[src/rtl/ram_fifo_ctrl.sv]
// Circular FIFO controller over a dual-port RAM: owns the pointers, occupancy,
// status flags and the read-latency valid pipeline so clients never see RAM addresses.
module ram_fifo_ctrl #(
  parameter int DATA_WIDTH   = 16,
  parameter int ADDR_WIDTH   = 12,
  parameter int RD_LATENCY   = 0,
  parameter int AFULL_THRESH = 4064
) (
  input  logic                  clock,
  input  logic                  reset,
  input  logic                  clear,
  input  logic                  wr_req,
  input  logic [DATA_WIDTH-1:0] wr_data,
  input  logic                  rd_req,
  output logic [DATA_WIDTH-1:0] rd_data,
  output logic                  rd_valid,
  output logic                  full,
  output logic                  empty,
  output logic                  almost_full,
  output logic [ADDR_WIDTH:0]   used_words,
  output logic                  overflow,
  output logic                  underflow,
  output logic [DATA_WIDTH-1:0] ram_data,
  output logic [ADDR_WIDTH-1:0] ram_wraddress,
  output logic [ADDR_WIDTH-1:0] ram_rdaddress,
  output logic                  ram_wren,
  input  logic [DATA_WIDTH-1:0] ram_q
);

  localparam logic [ADDR_WIDTH:0]   DEPTH_C  = {1'b1, {ADDR_WIDTH{1'b0}}};
  localparam logic [ADDR_WIDTH:0]   AFULL_C  = (ADDR_WIDTH+1)'(AFULL_THRESH);
  localparam logic [ADDR_WIDTH:0]   CNT_ONE  = (ADDR_WIDTH+1)'(1);
  localparam logic [ADDR_WIDTH-1:0] PTR_ONE  = ADDR_WIDTH'(1);

  logic                  flush_s;
  logic                  wr_acc_s;
  logic                  rd_acc_s;
  logic                  cap_s;
  logic [RD_LATENCY:0]   vld_next_s;
  logic [ADDR_WIDTH:0]   used_next_s;

  logic [ADDR_WIDTH-1:0] wr_ptr_r;
  logic [ADDR_WIDTH-1:0] rd_ptr_r;
  logic [ADDR_WIDTH:0]   used_r;
  logic                  full_r;
  logic                  empty_r;
  logic                  afull_r;
  logic                  ovf_r;
  logic                  unf_r;
  logic [RD_LATENCY:0]   vld_r;
  logic [DATA_WIDTH-1:0] rd_data_r;

  // Request acceptance and next-state occupancy; a flush blocks both ports.
  always_comb begin
    flush_s  = reset | clear;
    wr_acc_s = wr_req & ~full_r & ~flush_s;
    rd_acc_s = rd_req & ~empty_r & ~flush_s;
    case ({wr_acc_s, rd_acc_s})
      2'b10:   used_next_s = used_r + CNT_ONE;
      2'b01:   used_next_s = used_r - CNT_ONE;
      default: used_next_s = used_r;
    endcase
  end

  // Capture strobe is the valid bit one stage before it reaches rd_valid.
  generate
    if (RD_LATENCY == 0) begin : g_lat0
      assign cap_s      = rd_acc_s;
      assign vld_next_s = rd_acc_s;
    end else begin : g_latn
      assign cap_s      = vld_r[RD_LATENCY-1];
      assign vld_next_s = {vld_r[RD_LATENCY-1:0], rd_acc_s};
    end
  endgenerate

  // Pointers, occupancy, flags and reject pulses.
  always_ff @(posedge clock) begin
    if (flush_s) begin
      wr_ptr_r <= {ADDR_WIDTH{1'b0}};
      rd_ptr_r <= {ADDR_WIDTH{1'b0}};
      used_r   <= {(ADDR_WIDTH+1){1'b0}};
      full_r   <= 1'b0;
      empty_r  <= 1'b1;
      afull_r  <= 1'b0;
      ovf_r    <= 1'b0;
      unf_r    <= 1'b0;
    end else begin
      if (wr_acc_s) wr_ptr_r <= wr_ptr_r + PTR_ONE;
      if (rd_acc_s) rd_ptr_r <= rd_ptr_r + PTR_ONE;
      used_r  <= used_next_s;
      full_r  <= (used_next_s == DEPTH_C);
      empty_r <= (used_next_s == {(ADDR_WIDTH+1){1'b0}});
      afull_r <= (used_next_s >= AFULL_C);
      ovf_r   <= wr_req & full_r;
      unf_r   <= rd_req & empty_r;
    end
  end

  // Read-valid pipeline and read-data capture; a flush discards reads in flight.
  always_ff @(posedge clock) begin
    if (flush_s) begin
      vld_r     <= {(RD_LATENCY+1){1'b0}};
      rd_data_r <= {DATA_WIDTH{1'b0}};
    end else begin
      vld_r <= vld_next_s;
      if (cap_s) rd_data_r <= ram_q;
    end
  end

  assign ram_wren      = wr_acc_s;
  assign ram_wraddress = wr_ptr_r;
  assign ram_data      = wr_data;
  assign ram_rdaddress = rd_ptr_r;
  assign rd_data       = rd_data_r;
  assign rd_valid      = vld_r[RD_LATENCY];
  assign full          = full_r;
  assign empty         = empty_r;
  assign almost_full   = afull_r;
  assign used_words    = used_r;
  assign overflow      = ovf_r;
  assign underflow     = unf_r;

endmodule

[config.mk]
export PLATFORM = sky130hd
export DESIGN_NAME = ram_fifo_ctrl
export DESIGN_NICKNAME = d
export VERILOG_FILES = /design/src/rtl/ram_fifo_ctrl.sv
export SDC_FILE = /design/constraint.sdc
export NUM_CORES = 1
export LEC_CHECK = 0
export ABC_AREA = 1
export CORE_MARGIN = 2
export CORE_UTILIZATION = 30
export CTS_BUF_LIST = sky130_fd_sc_hd__clkbuf_2
export DETAILED_ROUTE_END_ITERATION = 8
export SLEW_MARGIN = 20
export SYNTH_ARGS = -nofsm -noshare
export SYNTH_HDL_FRONTEND = slang
export SYNTH_SLANG_ARGS = --single-unit
[constraint.sdc]
create_clock -name clock -period 2.4 [get_ports clock]
set_input_delay 0.36 -clock clock [delete_from_list [all_inputs] [get_ports clock]]
set_output_delay 0.36 -clock clock [all_outputs]
set_load 0.03 [all_outputs]
# Word level (Yosys, flattened, before mapping)
# Cells that the tools add are included.
# W data, S select, Z words.
# word_totals
in_bits	37
out_inout_bits	76
word_cells	30
ff_bits	59
# classes
n_mux	1
n_lt_le_gt_ge	1
add_sub_neg	4
n_eq_ne	3
n_bitwise	10
n_reduce_logical	1
# ops
cell	count
$pmux W13 S2	1
$add A12 B1 Y12 const B	2
$add A13 B1 Y13 const B	1
$eq A13 B13 Y1 const B	1
$ge A13 B12 Y1 const B	1
$logic_not A13 Y1	1
$sub A13 B1 Y13 const B	1
$and A1 B1 Y1	6
$not A1 Y1	3
$eq A2 B1 Y1 const B	1
$eq A2 B2 Y1 const B	1
$or A1 B1 Y1	1

# Depth between registers and ports, before layout
# logic_depth
depth_word	6
ltp_mapped	22
mapped_depth_nobuf	21

# Worst setup path before layout
# Ideal clock, no wire load.
# synth_path
kind	reg2reg
startpoint	register full_r, in the netlist full
endpoint	register empty_r, in the netlist empty
period_less_slack_ps	2705
required_ps	2278
t_arrival_ps	2583
setup_ps	122
path_slack_ps	-305
n_path_buf	2
stages_incl_launch_ff	22
path_cell_list	dfxtp_1 inv_1 nand2_2 buf_2 nor2_2 inv_2 ha_1 buf_2 a21oi_1 inv_1 nand3_2 nand2_2 nand3_1 nand2_1 nand2_1 nand2_1 nand2_1 nand3_1 nand2_1 inv_1 nand3_1 nand2_1
# synth_between
elab_chain_len	6
elab_cells_between_ends	7
classes_between	2 x eq/ne; 1 x mux; 3 x bitwise; 1 x reduce/logical
# synth_lines
element	line	rtl
from (decl)	45	logic full_r;
from (signal assigned)	91	full_r <= (used_next_s == DEPTH_C);
$not A1 Y1 (*)	56	wr_acc_s = wr_req & ~full_r & ~flush_s;
$and A1 B1 Y1 (*) (2 in series)	56	
net ram_wren	26	output logic ram_wren,
$eq A2 B1 Y1 / $eq A2 B2 Y1 (equally long branches)	58	case ({wr_acc_s, rd_acc_s})
$pmux W13 S2 (*)	58	
$logic_not A13 Y1 (*)	92	empty_r <= (used_next_s == {(ADDR_WIDTH+1){1'b0}});
to (signal assigned)	92	
to (decl)	46	logic empty_r;
# Mark *: on every way through the listed nets, which the timed path passes. The rest lies on a longest branch.
# A chain may end at the register's enable or synchronous reset.

# Worst setup path after layout
# layout_path
startpoint	register empty_r, in the netlist empty
endpoint	register full_r, in the netlist full
# layout_between
elab_chain_len	6
elab_cells_between_ends	7
classes_between	3 x eq/ne; 1 x mux; 3 x bitwise
# layout_lines
element	line	rtl
$not A1 Y1 (*)	57	rd_acc_s = rd_req & ~empty_r & ~flush_s;
$and A1 B1 Y1 (*) (2 in series)	57	
$eq A2 B1 Y1 / $eq A2 B2 Y1 (equally long branches)	58	
$pmux W13 S2 (*)	58	
$eq A13 B13 Y1 (*)	91	
# Mark *: on every way between the ends. The rest lies on a longest branch, timed or not.

==> flow_metrics.py <==
metrics = {
    "placement": {
        "dp.cells": 743,
        "dp_hpwl_um": 7360,
        "gp_congestion": 0.854,
        "numPortBuffers": 80,
    },
    "final_layout": {
        "n_antenna_cell": 0,
        "drive_gt1_share_pct": 21.4,
        "nets": 655,
        "final_util_pct": 41.8,
        "syn_to_final_growth_pct": 37.4,
        "final_cells": 760,
    },
    "route": {
        "routed_wl_um": 9650,
        "routedWlPerCell_um": 12.7,
        "dr.first_iter.drc_count": 150,
        "vias_per_cell": 4.65,
        "dr.pass1.iters": 4,
        "final_antenna_net_count": 0,
        "vias": 3531,
        "drc_errors": 0,
    },
    "synth": {
        "synth_top_family_by_area": "simple AND/OR/NAND/NOR gates",
        "synthTopCellsByArea": "dfxtp_1, nand2_1, nor2_1",
        "postSynthAreaPerCell_um2": 6.75,
        "yosysWarningCount": 0,
        "muxShareOfSynthArea_pct": 0,
        "synth.distinct_cells": 39,
        "synth_compound_area_share_pct": 10.4,
        "synthSimpleGateAreaFrac_pct": 39.7,
        "mappedNetlistArea_mm2": 0.00343,
        "synthAdderAreaFrac_pct": 1.46,
        "synth_nets": 549,
        "synth_top_area_share_pct": 34.5,
        "synth-xor-area-share_pct": 1.02,
        "synthCells": 508,
        "synth_seq_area_share_pct": 34.5,
        "synth_top_area_cell": "dfxtp_1",
        "synth_seq_cells": 59,
    },
    "power": {
        "leakage_uw": 0.00197,
        "p_total_uw": 1770,
        "power.density_mw_per_mm2": 377,
        "vdd_drop_max_mv": 0.297,
    },
    "setup_path": {
        "critPathMaxStageDelay_ns": 0.41,
        "required_ns": 2.86,
        "critPathTopFamily": "simple AND/OR/NAND/NOR gates",
        "cp_common_cell": "nand2_1",
        "critPathBufInv": 4,
        "cp-startpoint": "empty",
        "slowest_stage": "dfxtp_4",
        "crit_path_end_kind": "flop",
        "cp_max_fo": 7,
        "arrival_ns": 2.71,
        "start_kind": "flop",
        "path_depth": 18,
        "rr_startpoint": "empty",
        "critical_path_class": "reg -> reg",
        "crit_chain": "inv_2 > nand2_4 > nor2_8 > ha_4 > buf_4 > nand2_1 > o21a_1 > nand2_1 > inv_1 > nand2_1 > nand2_1 > nand2_1 > nand2_1 > nand2_2 > inv_1 > a21oi_2 > nand3_1 > nor2_1",
        "r2r_cells": 18,
    },
    "sta": {
        "max_freq_ghz": 0.445,
        "slew_headroom_pct": 77.1,
        "min_period_over_period_pct": 93.6,
        "finClkSkew_ns": 0.0218,
        "setup_violations": 0,
        "rsz0062_at_grt": "true",
        "min_period_ns": 2.25,
        "tightest_slew_ns": 0.343,
        "final-max-slew-violation-count": 0,
        "final-hold-violation-count": 0,
        "hold_ws_ns": 0.218,
    },
    "clocking": {
        "insertion_delay_ns": 0.52,
        "h-tree-depth": 3,
        "cts_tree": "yes",
        "postCtsHoldBufs": 0,
        "cts_buffers": 9,
        "clock_sinks": 59,
        "clk_pin_slew_ns": 0.17,
        "cts_max_path_buffers": 2,
        "cts_root_buf": "clkbuf_2",
    },
    "floorplanning": {
        "chipWidth_um": 111,
        "design.die.area_mm2": 0.0123,
        "die_y_um": 111,
        "rows": 39,
        "coreArea_mm2": 0.0113,
        "io_pins": 113,
        "initial_utilization_pct": 30.4,
    },
    "grt": {
        "grt_pass1_wl_um": 16300,
        "grt_overflow": 0,
        "grt_max_degree": 24,
        "antenna_found_initial": 0,
        "gr-usage-all-layers_pct": 16.2,
        "grt_pass1_vias": 3521,
    },
    "worst_hold_path": {
        "holdCritPathClass": "in -> reg",
        "min_path_cells": 3,
        "min_from": "rd_req",
    },
    "flow_run": {
        "maxCapViolCount": 0,
    },
    "outcome": {
        "status": "finished clean",
    },
}
[area by class of cell]
cell class	count	area, um^2
tap	143	179
clock buffer	9	45.0
timing repair buffer	125	1150
multi-input combinational	352	1870
fill	1165	6560
inverter	67	259
clock inverter	5	22.5
sequential	59	1190
[what timing repair did]
action,4_1_cts,5_1_grt
endpoints found under the hold margin,0,0
buffers inserted,0,3
endpoints found under the setup margin,1,6
resized for setup,1,20
pin swaps,0,5
[cells in the mapped netlist]
| cell | n |
|---|---|
| nand2_1 | 89 |
| nor2_1 | 77 |
| dfxtp_1 | 59 |
| inv_1 | 57 |
| nand3_1 | 40 |
| o21ai_0 | 33 |
| nand2_2 | 22 |
| a21oi_1 | 18 |
| buf_4 | 17 |
| nor3_1 | 14 |
| nand3_2 | 10 |
| inv_2 | 6 |
| nor2_2 | 6 |
| o21ai_2 | 6 |
| buf_1 | 4 |
| buf_2 | 4 |
| clkbuf_1 | 4 |
| ha_1 | 4 |
| nand2_4 | 4 |
| nand4_1 | 4 |
| o21ai_1 | 4 |
| nand3b_1 | 3 |
| xor2_1 | 3 |
| a31oi_1 | 2 |
| clkinv_1 | 2 |
| nor2_4 | 2 |
| nor3b_1 | 2 |
| and2_1 | 1 |
| and3_1 | 1 |
| buf_6 | 1 |
| clkinv_2 | 1 |
| clkinv_4 | 1 |
| nor2_8 | 1 |
| nor3_2 | 1 |
| nor4_1 | 1 |
| nor4_2 | 1 |
| o21a_1 | 1 |
| o21bai_1 | 1 |
| xnor2_1 | 1 |
[tightest hold or removal path: cells and delay by family]
family	cells	cell delay, ns
buf+inv	2	0.27
simple gates	1	0.06
[cells by family after synthesis]
family / Yosys count
and+or+nand+nor: 279
xor gates and xnor gates: 4
AOI/OAI and AO/OA: 65
buffers and inverters: 97
DFF: 59
adders and majority gates: 4
[power by group]
group | internal [uW] | switching (uW) | total (uW)
Clock | 113 | 357 | 470
Combinational | 129 | 166 | 295
Sequential | 994 | 15.2 | 1010
Total | 1240 | 539 | 1770
[through the flow]
| stage | TNS, ns | setup WS [ns] | instance area (um^2) |
|---|---|---|---|
| final | 0 | 0.154 | 4710 |
| after global routing | -0.0291 | -0.0211 | 4710 |
| after CTS | 0 | 0.0390 | 4630 |
| after detailed placement | -3.32 | -0.410 | 4550 |
| after global placement | -2.66 | -0.350 | 4550 |
| after floorplan | -0.00619 | -0.00619 | 3450 |
[layout by cell type (no fill, tap or decap), types with 3 or more instances in the layout]
cell type / netlist / layout
clkdlybuf4s50_1: 0 / 78
nor2_2: 6 / 5
ha_1: 4 / 3
nand2_1: 89 / 86
nand3_2: 10 / 10
clkbuf_2: 0 / 9
dfxtp_1: 59 / 57
o21ai_2: 6 / 8
nand2_4: 4 / 6
nor3_1: 14 / 13
nand2_2: 22 / 23
xor2_1: 3 / 3
nor2_1: 77 / 77
inv_2: 6 / 7
nor2_4: 2 / 3
o21ai_0: 33 / 33
nand3_1: 40 / 39
nand3b_1: 3 / 3
a21oi_1: 18 / 16
inv_1: 57 / 56
clkinv_1: 2 / 3
nand4_1: 4 / 4
clkinv_2: 1 / 5
buf_4: 17 / 44
[per-layer routing]
metal  share of wire [%]  global-route usage, %  wire length [um]  up-vias
met4                 1.4                   5.33               133        0
met2                  47                   27.0              4560       99
met5                   0                      0                 0        -
met1                  44                   19.7              4210     1602
met3                 7.7                   5.19               744       10
li1                    -                      -                 -     1820
[registers in the layout (all words and copies together) (netlist names)]
register / count
ram_wraddress: 12
underflow: 1
almost_full: 1
empty: 1
overflow: 1
ram_rdaddress: 12
rd_valid: 1
full: 1
used_words: 13
rd_data: 16
[final timing paths]
path | slack, ns | endpoint
worst max-delay path | 0.15 | full
worst min-delay path | 0.22 | underflow
worst max register to register | 0.15 | full
worst min register to register | 0.49 | ram_rdaddress[11]
Power figures use the tool's default switching activity.
